==> src/rtl/osc_seq_pkg.sv <==
// Shared types and constants for the oscillator note sequencer.
package osc_seq_pkg;

  typedef enum logic [1:0] {
    IDLE = 2'd0,
    LOAD = 2'd1,
    PLAY = 2'd2,
    GAP  = 2'd3
  } state_t;

  localparam int SEL_W = 3;

  // Waveform codes understood by the oscillator output mux.
  localparam logic [SEL_W-1:0] SEL_SINE     = 3'd0;
  localparam logic [SEL_W-1:0] SEL_SQUARE   = 3'd1;
  localparam logic [SEL_W-1:0] SEL_SAW      = 3'd2;
  localparam logic [SEL_W-1:0] SEL_TRIANGLE = 3'd3;
  localparam logic [SEL_W-1:0] SEL_NOISE    = 3'd4;

  // A pattern entry is packed as {tuning, sel, dur}, with dur in the low bits.
  function automatic int entry_width(input int tune_w, input int dur_w);
    return tune_w + SEL_W + dur_w;
  endfunction

endpackage

==> src/rtl/osc_tick_prescaler.sv <==
// Divides clk down to a one-cycle tick every TICK_DIV cycles; clr restarts the count.
module osc_tick_prescaler #(
  parameter int TICK_DIV = 50000
) (
  input  logic clk,
  input  logic rst_n,
  input  logic clr,
  output logic tick
);

  localparam int CW = $clog2(TICK_DIV);
  localparam logic [CW-1:0] LAST = CW'(TICK_DIV - 1);

  logic [CW-1:0] cnt;

  assign tick = !clr && (cnt == LAST);

  // Free-running 0..TICK_DIV-1 counter, forced to zero while cleared.
  always_ff @(posedge clk or negedge rst_n) begin
    if (!rst_n) begin
      cnt <= '0;
    end else if (clr || cnt == LAST) begin
      cnt <= '0;
    end else begin
      cnt <= cnt + 1'b1;
    end
  end

endmodule

==> src/rtl/osc_note_sequencer.sv <==
// Step sequencer driving one oscillator's tuning word, waveform select and
// phase-accumulator enable from a small programmable note pattern.
module osc_note_sequencer
  import osc_seq_pkg::*;
#(
  parameter int tune      = 16,
  parameter int STEPS     = 8,
  parameter int DUR_W     = 8,
  parameter int TICK_DIV  = 50000,
  parameter int GAP_TICKS = 1
) (
  input  logic                       clk,
  input  logic                       rst_n,
  input  logic                       wr_en,
  input  logic [$clog2(STEPS)-1:0]   wr_addr,
  input  logic [tune-1:0]            wr_tuning,
  input  logic [2:0]                 wr_sel,
  input  logic [DUR_W-1:0]           wr_dur,
  input  logic [$clog2(STEPS):0]     seq_len,
  input  logic                       loop,
  input  logic                       start,
  input  logic                       stop,
  output logic [tune-1:0]            tuningW,
  output logic [2:0]                 sel,
  output logic                       CE,
  output logic                       busy,
  output logic [$clog2(STEPS)-1:0]   step_idx,
  output logic                       step_strobe
);

  localparam int IW = $clog2(STEPS);
  localparam int LW = IW + 1;
  localparam int EW = entry_width(tune, DUR_W);
  localparam int GW = (GAP_TICKS > 0) ? $clog2(GAP_TICKS + 1) : 1;
  localparam logic [LW-1:0] STEPS_L  = LW'(STEPS);
  localparam logic [GW-1:0] GAP_LAST = GW'((GAP_TICKS > 0) ? GAP_TICKS - 1 : 0);

  logic [EW-1:0] pattern [STEPS];

  state_t           state, state_n;
  logic [IW-1:0]    idx, idx_n;
  logic [LW-1:0]    len, len_n;
  logic             loop_q, loop_n;
  logic [DUR_W-1:0] dur_cnt, dur_n;
  logic [GW-1:0]    gap_cnt, gap_n;
  logic [tune-1:0]  tuning_q, tuning_n;
  logic [2:0]       sel_q, sel_n;
  logic             ce_q, ce_n;
  logic             strobe_q, strobe_n;
  logic             busy_q, busy_n;

  logic             tick;
  logic             clr;
  logic             adv;
  logic             not_last;
  logic             len_ok;
  logic [EW-1:0]    entry;
  logic [tune-1:0]  e_tune;
  logic [2:0]       e_sel;
  logic [DUR_W-1:0] e_dur;

  assign entry    = pattern[idx];
  assign e_dur    = entry[DUR_W-1:0];
  assign e_sel    = entry[DUR_W +: SEL_W];
  assign e_tune   = entry[DUR_W + SEL_W +: tune];
  assign not_last = ({1'b0, idx} + LW'(1)) < len;
  assign len_ok   = (seq_len != '0) && (seq_len <= STEPS_L);
  assign clr      = (state == IDLE) || (state == LOAD);

  osc_tick_prescaler #(
    .TICK_DIV (TICK_DIV)
  ) u_prescaler (
    .clk   (clk),
    .rst_n (rst_n),
    .clr   (clr),
    .tick  (tick)
  );

  // Pattern storage: host writes land at the next edge in any state.
  always_ff @(posedge clk or negedge rst_n) begin
    if (!rst_n) begin
      for (int i = 0; i < STEPS; i++) begin
        pattern[i] <= '0;
      end
    end else if (wr_en) begin
      pattern[wr_addr] <= {wr_tuning, wr_sel, wr_dur};
    end
  end

  // Next-state and next-output logic; stop beats start, start restarts from entry 0.
  always_comb begin
    state_n  = state;
    idx_n    = idx;
    len_n    = len;
    loop_n   = loop_q;
    dur_n    = dur_cnt;
    gap_n    = gap_cnt;
    tuning_n = tuning_q;
    sel_n    = sel_q;
    ce_n     = ce_q;
    strobe_n = 1'b0;
    adv      = 1'b0;

    unique case (state)
      IDLE: begin
        state_n = IDLE;
      end
      LOAD: begin
        if (e_dur != '0) begin
          tuning_n = e_tune;
          sel_n    = e_sel;
          ce_n     = 1'b1;
          strobe_n = 1'b1;
          dur_n    = e_dur;
          state_n  = PLAY;
        end else begin
          adv = 1'b1;
        end
      end
      PLAY: begin
        if (tick) begin
          if (dur_cnt <= DUR_W'(1)) begin
            dur_n = '0;
            if (GAP_TICKS > 0) begin
              ce_n    = 1'b0;
              gap_n   = '0;
              state_n = GAP;
            end else begin
              adv = 1'b1;
            end
          end else begin
            dur_n = dur_cnt - 1'b1;
          end
        end
      end
      GAP: begin
        if (tick) begin
          if (gap_cnt >= GAP_LAST) begin
            adv = 1'b1;
          end else begin
            gap_n = gap_cnt + 1'b1;
          end
        end
      end
      default: begin
        state_n = IDLE;
      end
    endcase

    if (adv) begin
      if (not_last) begin
        idx_n   = idx + 1'b1;
        state_n = LOAD;
      end else if (loop_q) begin
        idx_n   = '0;
        state_n = LOAD;
      end else begin
        ce_n    = 1'b0;
        state_n = IDLE;
      end
    end

    if (stop) begin
      state_n  = IDLE;
      ce_n     = 1'b0;
      strobe_n = 1'b0;
      tuning_n = tuning_q;
      sel_n    = sel_q;
    end else if (start && len_ok) begin
      state_n  = LOAD;
      idx_n    = '0;
      len_n    = seq_len;
      loop_n   = loop;
      tuning_n = tuning_q;
      sel_n    = sel_q;
      ce_n     = ce_q;
      strobe_n = 1'b0;
    end

    busy_n = (state_n != IDLE);
  end

  // State, counters and registered outputs.
  always_ff @(posedge clk or negedge rst_n) begin
    if (!rst_n) begin
      state    <= IDLE;
      idx      <= '0;
      len      <= '0;
      loop_q   <= 1'b0;
      dur_cnt  <= '0;
      gap_cnt  <= '0;
      tuning_q <= '0;
      sel_q    <= '0;
      ce_q     <= 1'b0;
      strobe_q <= 1'b0;
      busy_q   <= 1'b0;
    end else begin
      state    <= state_n;
      idx      <= idx_n;
      len      <= len_n;
      loop_q   <= loop_n;
      dur_cnt  <= dur_n;
      gap_cnt  <= gap_n;
      tuning_q <= tuning_n;
      sel_q    <= sel_n;
      ce_q     <= ce_n;
      strobe_q <= strobe_n;
      busy_q   <= busy_n;
    end
  end

  assign tuningW     = tuning_q;
  assign sel         = sel_q;
  assign CE          = ce_q;
  assign busy        = busy_q;
  assign step_idx    = idx;
  assign step_strobe = strobe_q;

endmodule

==> config.mk <==
export PLATFORM = sky130hd
export DESIGN_NAME = osc_note_sequencer
export DESIGN_NICKNAME = d
export VERILOG_FILES = /design/src/rtl/osc_seq_pkg.sv /design/src/rtl/osc_tick_prescaler.sv /design/src/rtl/osc_note_sequencer.sv
export SDC_FILE = /design/constraint.sdc
export NUM_CORES = 1
export LEC_CHECK = 0
export BUFFER_PORTS_ARGS = -buffer_cell sky130_fd_sc_hd__buf_2
export CAP_MARGIN = 0
export CORE_AREA = 2 2 169 171
export DETAILED_ROUTE_END_ITERATION = 6
export DIE_AREA = 0 0 171 173
export SYNTH_ARGS = -nofsm -noshare
export SYNTH_HDL_FRONTEND = slang
export SYNTH_SLANG_ARGS = --single-unit
==> constraint.sdc <==
create_clock -name clk -period 3.85 [get_ports clk]
set_clock_uncertainty 0.05 [all_clocks]
set_input_delay 0.1925 -clock clk [delete_from_list [all_inputs] [get_ports clk]]
set_output_delay 0.1925 -clock clk [all_outputs]
set_load 0.02 [all_outputs]
==> impl_metrics.toml, run 1 <==
[logic_synthesis]
synthesis.instances = 860
mappedNetlistArea_um2 = 12300
synthesis.area_per_instance_um2 = 14.4
synth_enable_flop_cells = 0
seq_area_frac_synth_pct = 55.1
prevailing_post_synth_register_cell = "sky130_fd_sc_hd__dfrtp_1"
syn_nets = 912
synthTopCellsByArea = "sky130_fd_sc_hd__dfrtp_1, sky130_fd_sc_hd__mux2_2, sky130_fd_sc_hd__mux4_2"
synth_async_sr_flop_share_pct = 100
number_of_library_cell_types_mapped_by_synthesis = 46
netlist.area_leader.share_pct = 55.1
synth_top_area_cell = "sky130_fd_sc_hd__dfrtp_1"
synth_seq_cells = 272
synth-warning-count = 0

[floorplan]
die_w_um = 171
floorplan.io_pins = 65
design.core.area_um2 = 27600
die_area_um2 = 29600
dieHeight_um = 173
placement_rows = 61
initial_utilization_pct = 44.7

[clocking]
ctsLongestPathBuffers = 3
clk_pin_slew_ns = 0.06
cts_inserted_buffers = 30
ctsHtreeMaxLevel = 1
clkSinkCount = 272
cts.repair_timing.setup_buffer_count = 0
tritoncts = "done"
clk-insertion-delay-late_ns = 0.56
root_buffer = "sky130_fd_sc_hd__clkbuf_16"

[route]
detail_route.vias_per_cell = 5.33
detailedRoute.firstPassIterationCount = 4
post_route_drc = 0
via_count = 7318
wirelength_per_cell_um = 18.9
drtAntennaViolNets = 0
detailedRoute.firstIterationViolations = 461
postRouteWirelength_um = 26000

[worst_setup_path]
path_buf_inv = 0
worstRegToRegCells = 7
critPathKind = "reg2reg"
worstReg2RegEnd = "dur_cnt[3]$_DFFE_PN0P_"
crit_slowest_cell = "sky130_fd_sc_hd__a21oi_1"
largest_driver_fanout_on_the_critical_path = 27
timing.critical_path.max_delay_family = "compound AO/OA/AOI/OAI gates"
worstSetupEndpointType = "flip-flop"
timing.critical_path.slowest_cell_delay_ns = 0.78
cp_data_required_time_ns = 4.24
timing.critical_path.arrival_ns = 3.59
r2r_start = "step_idx[0]$_DFF_PN0_"
worst_setup_path_start_kind = "flip-flop"
crit_path_cell_trace = "mux4_2, nor2_1, a221oi_1, nor4_4, a21oi_1, o21ai_0, a22o_1"
reg2reg_setup_slack_ns = 0.65

[flow_run]
cap_violations = 0

[finish]
areaGrowthSynthToFinish_pct = 17.3
final.fill_count = 2408
layout-drive-gt1-share_pct = 42.9
layout.nets = 1021

[timing]
hold_ws_ns = 0.187
timing.final.crit_period_ns = 3.20
slew_headroom_pct = 32.4
setup_viol_count_final = 0
setup-tns-final_ns = 0
final_critical_path_setup_slack_ns = 0.652
grt_setup_unrepaired = "false"
number_of_hold_violations_in_the_final_report = 0
period_share_pct = 83.1
worstMarginPinSlew_ns = 1.01
maxSlewViolCount = 0
maxClockFrequency_mhz = 313

[placed_design]
finalWeightedCongestion = 0.796
portBuffers = 64
post-place-ws_ns = 0.648
dpl.hpwl_um = 16000

[power]
power.leakage_nw = 6.32
worst_case_vdd_ir_drop_v = 0.000385
power_density_nw_per_um2 = 560

[global_route]
gr-total-overflow = 0
grt_max_degree = 99
grt_first_pass_wirelength_um = 42800
antenna_found_initial = 1
grt_pass1_vias = 7650
globalRouteTotalUtil_pct = 18.3

[run_status]
run_status = "finished, final reports clean"

[min_path]
min_path_type = "in2async"
placed cells by master (no fill, tap or decap), types with 3 or more instances in the layout:
master / synthesis / routed
sky130_fd_sc_hd__a21oi_1: 8 / 8
sky130_fd_sc_hd__a22o_1: 7 / 7
sky130_fd_sc_hd__and2_1: 4 / 4
sky130_fd_sc_hd__and3_1: 4 / 4
sky130_fd_sc_hd__buf_2: 6 / 63
sky130_fd_sc_hd__buf_4: 0 / 24
sky130_fd_sc_hd__clkbuf_1: 33 / 3
sky130_fd_sc_hd__clkbuf_16: 0 / 30
sky130_fd_sc_hd__clkbuf_8: 0 / 7
sky130_fd_sc_hd__clkinv_2: 0 / 12
sky130_fd_sc_hd__dfrtp_1: 272 / 270
sky130_fd_sc_hd__dlygate4sd3_1: 0 / 35
sky130_fd_sc_hd__ha_1: 12 / 12
sky130_fd_sc_hd__inv_1: 11 / 11
sky130_fd_sc_hd__mux2_2: 220 / 220
sky130_fd_sc_hd__mux2i_1: 28 / 28
sky130_fd_sc_hd__mux4_2: 50 / 50
sky130_fd_sc_hd__nand2_1: 51 / 51
sky130_fd_sc_hd__nand2b_1: 3 / 3
sky130_fd_sc_hd__nand3_1: 7 / 7
sky130_fd_sc_hd__nand4_1: 6 / 6
sky130_fd_sc_hd__nand4b_1: 3 / 3
sky130_fd_sc_hd__nor2_1: 34 / 34
sky130_fd_sc_hd__nor3_1: 7 / 5
sky130_fd_sc_hd__o21ai_0: 25 / 25
sky130_fd_sc_hd__o21ai_1: 9 / 9
sky130_fd_sc_hd__o22ai_1: 6 / 6
sky130_fd_sc_hd__o2bb2ai_1: 4 / 4
sky130_fd_sc_hd__o32ai_1: 4 / 4
sky130_fd_sc_hd__or2_2: 3 / 3
sky130_fd_sc_hd__or3_1: 3 / 3
sky130_fd_sc_hd__xnor2_1: 5 / 5
sky130_fd_sc_hd__xor2_1: 9 / 9
through the flow:
step                util [%]  cell area [µm²]  cells  total power, mW
floorplan                  -            12300    860             4.88
global placement        47.6            13100   1280             5.30
detailed placement      47.6            13100   1280             5.34
CTS                     52.4            14500   1371             8.20
global route            52.4            14500   1372             8.55
finish                  52.4            14500   1372             8.10
report_power, final:
group	switching, mW	internal [mW]	total, mW	leakage (nW)
combinational	0.661	0.823	1.48	2.49
sequential	0.326	3.50	3.82	3.33
clock	1.16	1.63	2.79	0.492
per-layer routing:
metal  routed length [µm]  vias to the layer above  share of wire (%)  track usage, %
met5                    0                        -                  0               0
met4                  543                        0                2.1            4.31
met3                  719                       41                2.8            2.54
met2                12100                      104                 47            28.8
met1                12600                     3792                 48            27.1
li1                     -                     3381                  -               -
flip-flops by register name, indices dropped and copies added, names as in the netlist:
signal / count
dur_cnt: 8
pattern: 216
u_prescaler.cnt: 16
step_idx: 3
sel: 3
step_strobe: 1
len: 4
busy: 1
tuningW: 16
loop_q: 1
state: 2
CE: 1
synthesized netlist by cell type, types with 2 or more instances:
master                      count
sky130_fd_sc_hd__dfrtp_1      272
sky130_fd_sc_hd__mux2_2       220
sky130_fd_sc_hd__nand2_1       51
sky130_fd_sc_hd__mux4_2        50
sky130_fd_sc_hd__nor2_1        34
sky130_fd_sc_hd__clkbuf_1      33
sky130_fd_sc_hd__mux2i_1       28
sky130_fd_sc_hd__o21ai_0       25
sky130_fd_sc_hd__ha_1          12
sky130_fd_sc_hd__inv_1         11
sky130_fd_sc_hd__o21ai_1        9
sky130_fd_sc_hd__xor2_1         9
sky130_fd_sc_hd__a21oi_1        8
sky130_fd_sc_hd__a22o_1         7
sky130_fd_sc_hd__nand3_1        7
sky130_fd_sc_hd__nor3_1         7
sky130_fd_sc_hd__buf_2          6
sky130_fd_sc_hd__nand4_1        6
sky130_fd_sc_hd__o22ai_1        6
sky130_fd_sc_hd__xnor2_1        5
sky130_fd_sc_hd__and2_1         4
sky130_fd_sc_hd__and3_1         4
sky130_fd_sc_hd__o2bb2ai_1      4
sky130_fd_sc_hd__o32ai_1        4
sky130_fd_sc_hd__buf_6          3
sky130_fd_sc_hd__nand2b_1       3
sky130_fd_sc_hd__nand4b_1       3
sky130_fd_sc_hd__or2_2          3
sky130_fd_sc_hd__or3_1          3
sky130_fd_sc_hd__a221oi_1       2
sky130_fd_sc_hd__buf_1          2
sky130_fd_sc_hd__buf_8          2
sky130_fd_sc_hd__nor2b_1        2
sky130_fd_sc_hd__nor3b_1        2
sky130_fd_sc_hd__nor4bb_1       2
cell families (layout without fill, tap and decap cells):
family                   after synthesis  after routing  share of synthesized area (%)
multiplexers                         298            298                           31.5
flip-flops                           272            272                           55.1
AND/OR/NAND/NOR                      135            135                           5.35
AO/OA/AOI/OAI                         70             70                           3.61
buffers and inverters                 59            192                           2.23
XOR/XNOR                              14             14                          0.993
adder cells (fa/ha/maj)               12             12                           1.22
other                                  0              1                              0
worst register-to-register path, stage by stage (launching register included):
cell	delay [ns]
sky130_fd_sc_hd__dfrtp_4	0.69
sky130_fd_sc_hd__mux4_2	0.41
sky130_fd_sc_hd__nor2_1	0.04
sky130_fd_sc_hd__a221oi_1	0.48
sky130_fd_sc_hd__nor4_4	0.14
sky130_fd_sc_hd__a21oi_1	0.78
sky130_fd_sc_hd__o21ai_0	0.22
sky130_fd_sc_hd__a22o_1	0.28
how the worst max path moves through the flow:
stage | startpoint | endpoint | slack, ns | cells past startpoint
floorplan | step_idx[0]$_DFF_PN0_ | step_idx[2]$_DFF_PN0_ | 0.92 | 11
global placement | step_idx[0]$_DFF_PN0_ | dur_cnt[3]$_DFFE_PN0P_ | 0.70 | 7
detailed placement | step_idx[0]$_DFF_PN0_ | dur_cnt[6]$_DFFE_PN0P_ | 0.65 | 7
CTS | step_idx[0]$_DFF_PN0_ | dur_cnt[3]$_DFFE_PN0P_ | 0.63 | 7
global route | step_idx[0]$_DFF_PN0_ | dur_cnt[6]$_DFFE_PN0P_ | 0.33 | 7
finish | step_idx[0]$_DFF_PN0_ | dur_cnt[3]$_DFFE_PN0P_ | 0.65 | 7
timing repair:
| action | in CTS | in global routing |
|---|---|---|
| gates resized for setup | 0 | 0 |
| hold buffers | 35 | 0 |
| hold endpoints to repair | 319 | 0 |
cell type report:
class | instances | area [µm²] | area share [%]
sequential | 272 | 6810 | 47.1
timing repair buffer | 124 | 881 | 6.09
inverter | 12 | 45.0 | 0.311
clock buffer | 40 | 858 | 5.93
multi-input combinational | 529 | 5280 | 36.5
tap | 378 | 473 | 3.27
antenna | 1 | 2.50 | 0.0173
clock inverter | 16 | 121 | 0.838
(Power assumes the default switching activity.)
==> run 2: changes to the inputs <==
- ABC_AREA: default -> 1
- CORE_AREA: 2 2 169 171 -> 2 2 170 172
- DIE_AREA: 0 0 171 173 -> 0 0 172 174
- clock period: 3.85 -> 3 ns (I/O delays scaled with it)
==> impl_metrics.toml, run 2 <==
[logic_synthesis]
mappedNetlistArea_um2 = 12500
synthesis.instances = 1504
synth_top_area_cell = "sky130_fd_sc_hd__dfrtp_1"
prevailing_post_synth_register_cell = "sky130_fd_sc_hd__dfrtp_1"
synth_seq_cells = 272
netlist.area_leader.share_pct = 54.4
seq_area_frac_synth_pct = 54.4
yosys.cell_count.top_type = "sky130_fd_sc_hd__nand2_1"
ys_top_cells_by_count = "sky130_fd_sc_hd__nand2_1, sky130_fd_sc_hd__o21ai_0, sky130_fd_sc_hd__dfrtp_1"
number_of_library_cell_types_mapped_by_synthesis = 32
synthTopCellsByArea = "sky130_fd_sc_hd__dfrtp_1, sky130_fd_sc_hd__o21ai_0, sky130_fd_sc_hd__nand2_1"
synthesis.area_per_instance_um2 = 8.31
synth_async_sr_flop_share_pct = 100
synth_enable_flop_cells = 0
syn_nets = 1556
synth-warning-count = 0

[min_path]
timing.hold.worst.start = "start"
min_path_type = "in2reg"
timing.hold.worst_path_depth = 6
timing.hold.worst_endpoint = "step_idx[0]$_DFF_PN0_"

[finish]
n_antenna_cell = 0
final_cell_mix = "sky130_fd_sc_hd__nand2_1, sky130_fd_sc_hd__o21ai_0, sky130_fd_sc_hd__dfrtp_1"
largest_register_ffs = 216
final.fill_count = 2730
fin_area_um2 = 14600
layout-drive-gt1-share_pct = 10.3
layout.cells.most_common = "sky130_fd_sc_hd__nand2_1"
layout.nets = 1631
regMostFlops = "pattern"
areaGrowthSynthToFinish_pct = 16.7

[floorplan]
initial_utilization_pct = 44.3
floorplan.io_pins = 65
die_w_um = 172
design.core.area_um2 = 28200
placement_rows = 62
die_area_um2 = 29900
dieHeight_um = 174

[worst_setup_path]
critPathKind = "reg2reg"
crit_path_cell_trace = "inv_4, nand2_1, nand2_1, nand2_1, nand3_1, nand2_1, nand2_1, nor2_1, nand2_1, nand2_2, nor3_4, buf_4, nand3_1, o21ai_0"
largest_driver_fanout_on_the_critical_path = 39
worst_path_most_repeated_cell = "sky130_fd_sc_hd__nand2_1"
worstRegToRegCells = 14
crit_slowest_cell = "sky130_fd_sc_hd__dfrtp_4"
worstSetupEndpointType = "flip-flop"
r2r_start = "step_idx[0]$_DFF_PN0_"
cp_data_required_time_ns = 3.43
timing.critical_path.arrival_ns = 2.90
worstReg2RegEnd = "tuningW[3]$_DFFE_PN0P_"
reg2reg_setup_slack_ns = 0.53
timing.critical_path.from = "step_idx[0]$_DFF_PN0_"
timing.critical_path.slowest_cell_delay_ns = 0.52
worst_setup_path_start_kind = "flip-flop"

[clocking]
tritoncts = "done"
clkSinkCount = 272
clk-insertion-delay-late_ns = 0.57
cts_inserted_buffers = 30
clk_pin_slew_ns = 0.06
holdBufCountCts = 39
ctsHtreeMaxLevel = 1
root_buffer = "sky130_fd_sc_hd__clkbuf_16"
ctsResizeCount = 0
cts.repair_timing.setup_buffer_count = 0
ctsLongestPathBuffers = 3

[timing]
hold_ws_ns = 0.0924
grt_setup_unrepaired = "false"
number_of_hold_violations_in_the_final_report = 0
worstMarginPinSlew_ns = 1.12
setup_viol_count_final = 0
maxClockFrequency_mhz = 405
setup-tns-final_ns = 0
slew_headroom_pct = 24.9
maxSlewViolCount = 0
period_share_pct = 82.4
timing.final.crit_period_ns = 2.47

[route]
postRouteWirelength_um = 31300
post_route_drc = 0
detail_route.vias_per_cell = 5.17
via_count = 10300
drtAntennaViolNets = 0
wirelength_per_cell_um = 15.8
detailedRoute.firstPassIterationCount = 5
detailedRoute.firstIterationViolations = 757

[placed_design]
dpl.hpwl_um = 18700
finalWeightedCongestion = 0.791
placement.cell_area_um2 = 13200
portBuffers = 64

[power]
worst_case_vdd_ir_drop_v = 0.000538
power_density_nw_per_um2 = 739
power.leakage_nw = 6.97

[run_status]
run_status = "finished, final reports clean"

[global_route]
gr-total-overflow = 0
globalRouteTotalUtil_pct = 21.7
antenna_found_initial = 0
grt_first_pass_wirelength_um = 52700
grt_max_degree = 107
grt_pass1_vias = 10200

[flow_run]
cap_violations = 0
==> run 2: logic make-up (layout without fill, tap and decap cells) <==
kind of cell | count (synthesis) | after routing | share of synthesized area [%]
simple gates | 553 | 553 | 17.7
compound gates | 422 | 422 | 18.3
flops | 272 | 272 | 54.4
buf+inv | 237 | 333 | 7.80
fa+ha+maj | 12 | 12 | 1.20
xor+xnor | 7 | 7 | 0.490
mux | 1 | 1 | 0.0900
==> run 2: where the power goes <==
part	internal (mW)	total, mW	switching [mW]
sequential	4.43	4.84	0.414
clock	2.25	3.75	1.50
combinational	0.823	2.19	1.37
total	7.51	10.8	3.28
==> run 2: how the worst max path moves through the flow <==
stage                             end  slack, ns  depth (start not counted)
6_report       tuningW[3]$_DFFE_PN0P_       0.53                         14
3_3_place_gp           busy$_DFF_PN0_       0.60                         10
5_1_grt            sel[2]$_DFFE_PN0P_       0.29                         14
3_5_place_dp   tuningW[3]$_DFFE_PN0P_       0.51                         14
2_1_floorplan          busy$_DFF_PN0_       0.58                         13
4_1_cts        tuningW[6]$_DFFE_PN0P_       0.51                         14
==> run 2: through the flow <==
stage	power [mW]	std cells	util [%]	setup WS [ns]
after floorplan	6.35	1504	-	0.580
after global placement	7.00	1892	46.7	0.602
after detailed placement	7.05	1892	46.7	0.509
after CTS	10.9	1984	51.7	0.512
after global routing	11.4	1984	51.7	0.292
final	10.8	1984	51.7	0.530
==> run 2: final cells by class <==
type	count	area [µm²]	area share, %
Clock buffer	45	907	6.22
Clock inverter	8	119	0.815
Inverter	148	558	3.83
Multi-Input combinational cell	995	4740	32.5
Sequential cell	272	6810	46.7
Tap cell	384	480	3.29
Timing Repair Buffer	132	976	6.69
==> run 2: worst max-delay path, delay by kind of cell (launching register included) <==
| family | cells | cell delay, ns |
|---|---|---|
| buffers and inverters | 2 | 0.75 |
| flip-flops | 1 | 0.52 |
| AND/OR/NAND/NOR | 11 | 0.92 |
| AO/OA/AOI/OAI | 1 | 0.11 |
==> run 2: routing by layer <==
layer  share of wire [%]  wire length, µm  global-route usage (%)  up-vias
li1                    -                -                       -     5055
met4                 1.8              575                    4.62        0
met2                  46            14400                    35.3      194
met3                 4.2             1310                    2.82       46
met1                  48            15000                    31.1     4972
met5                   0                0                       0        -
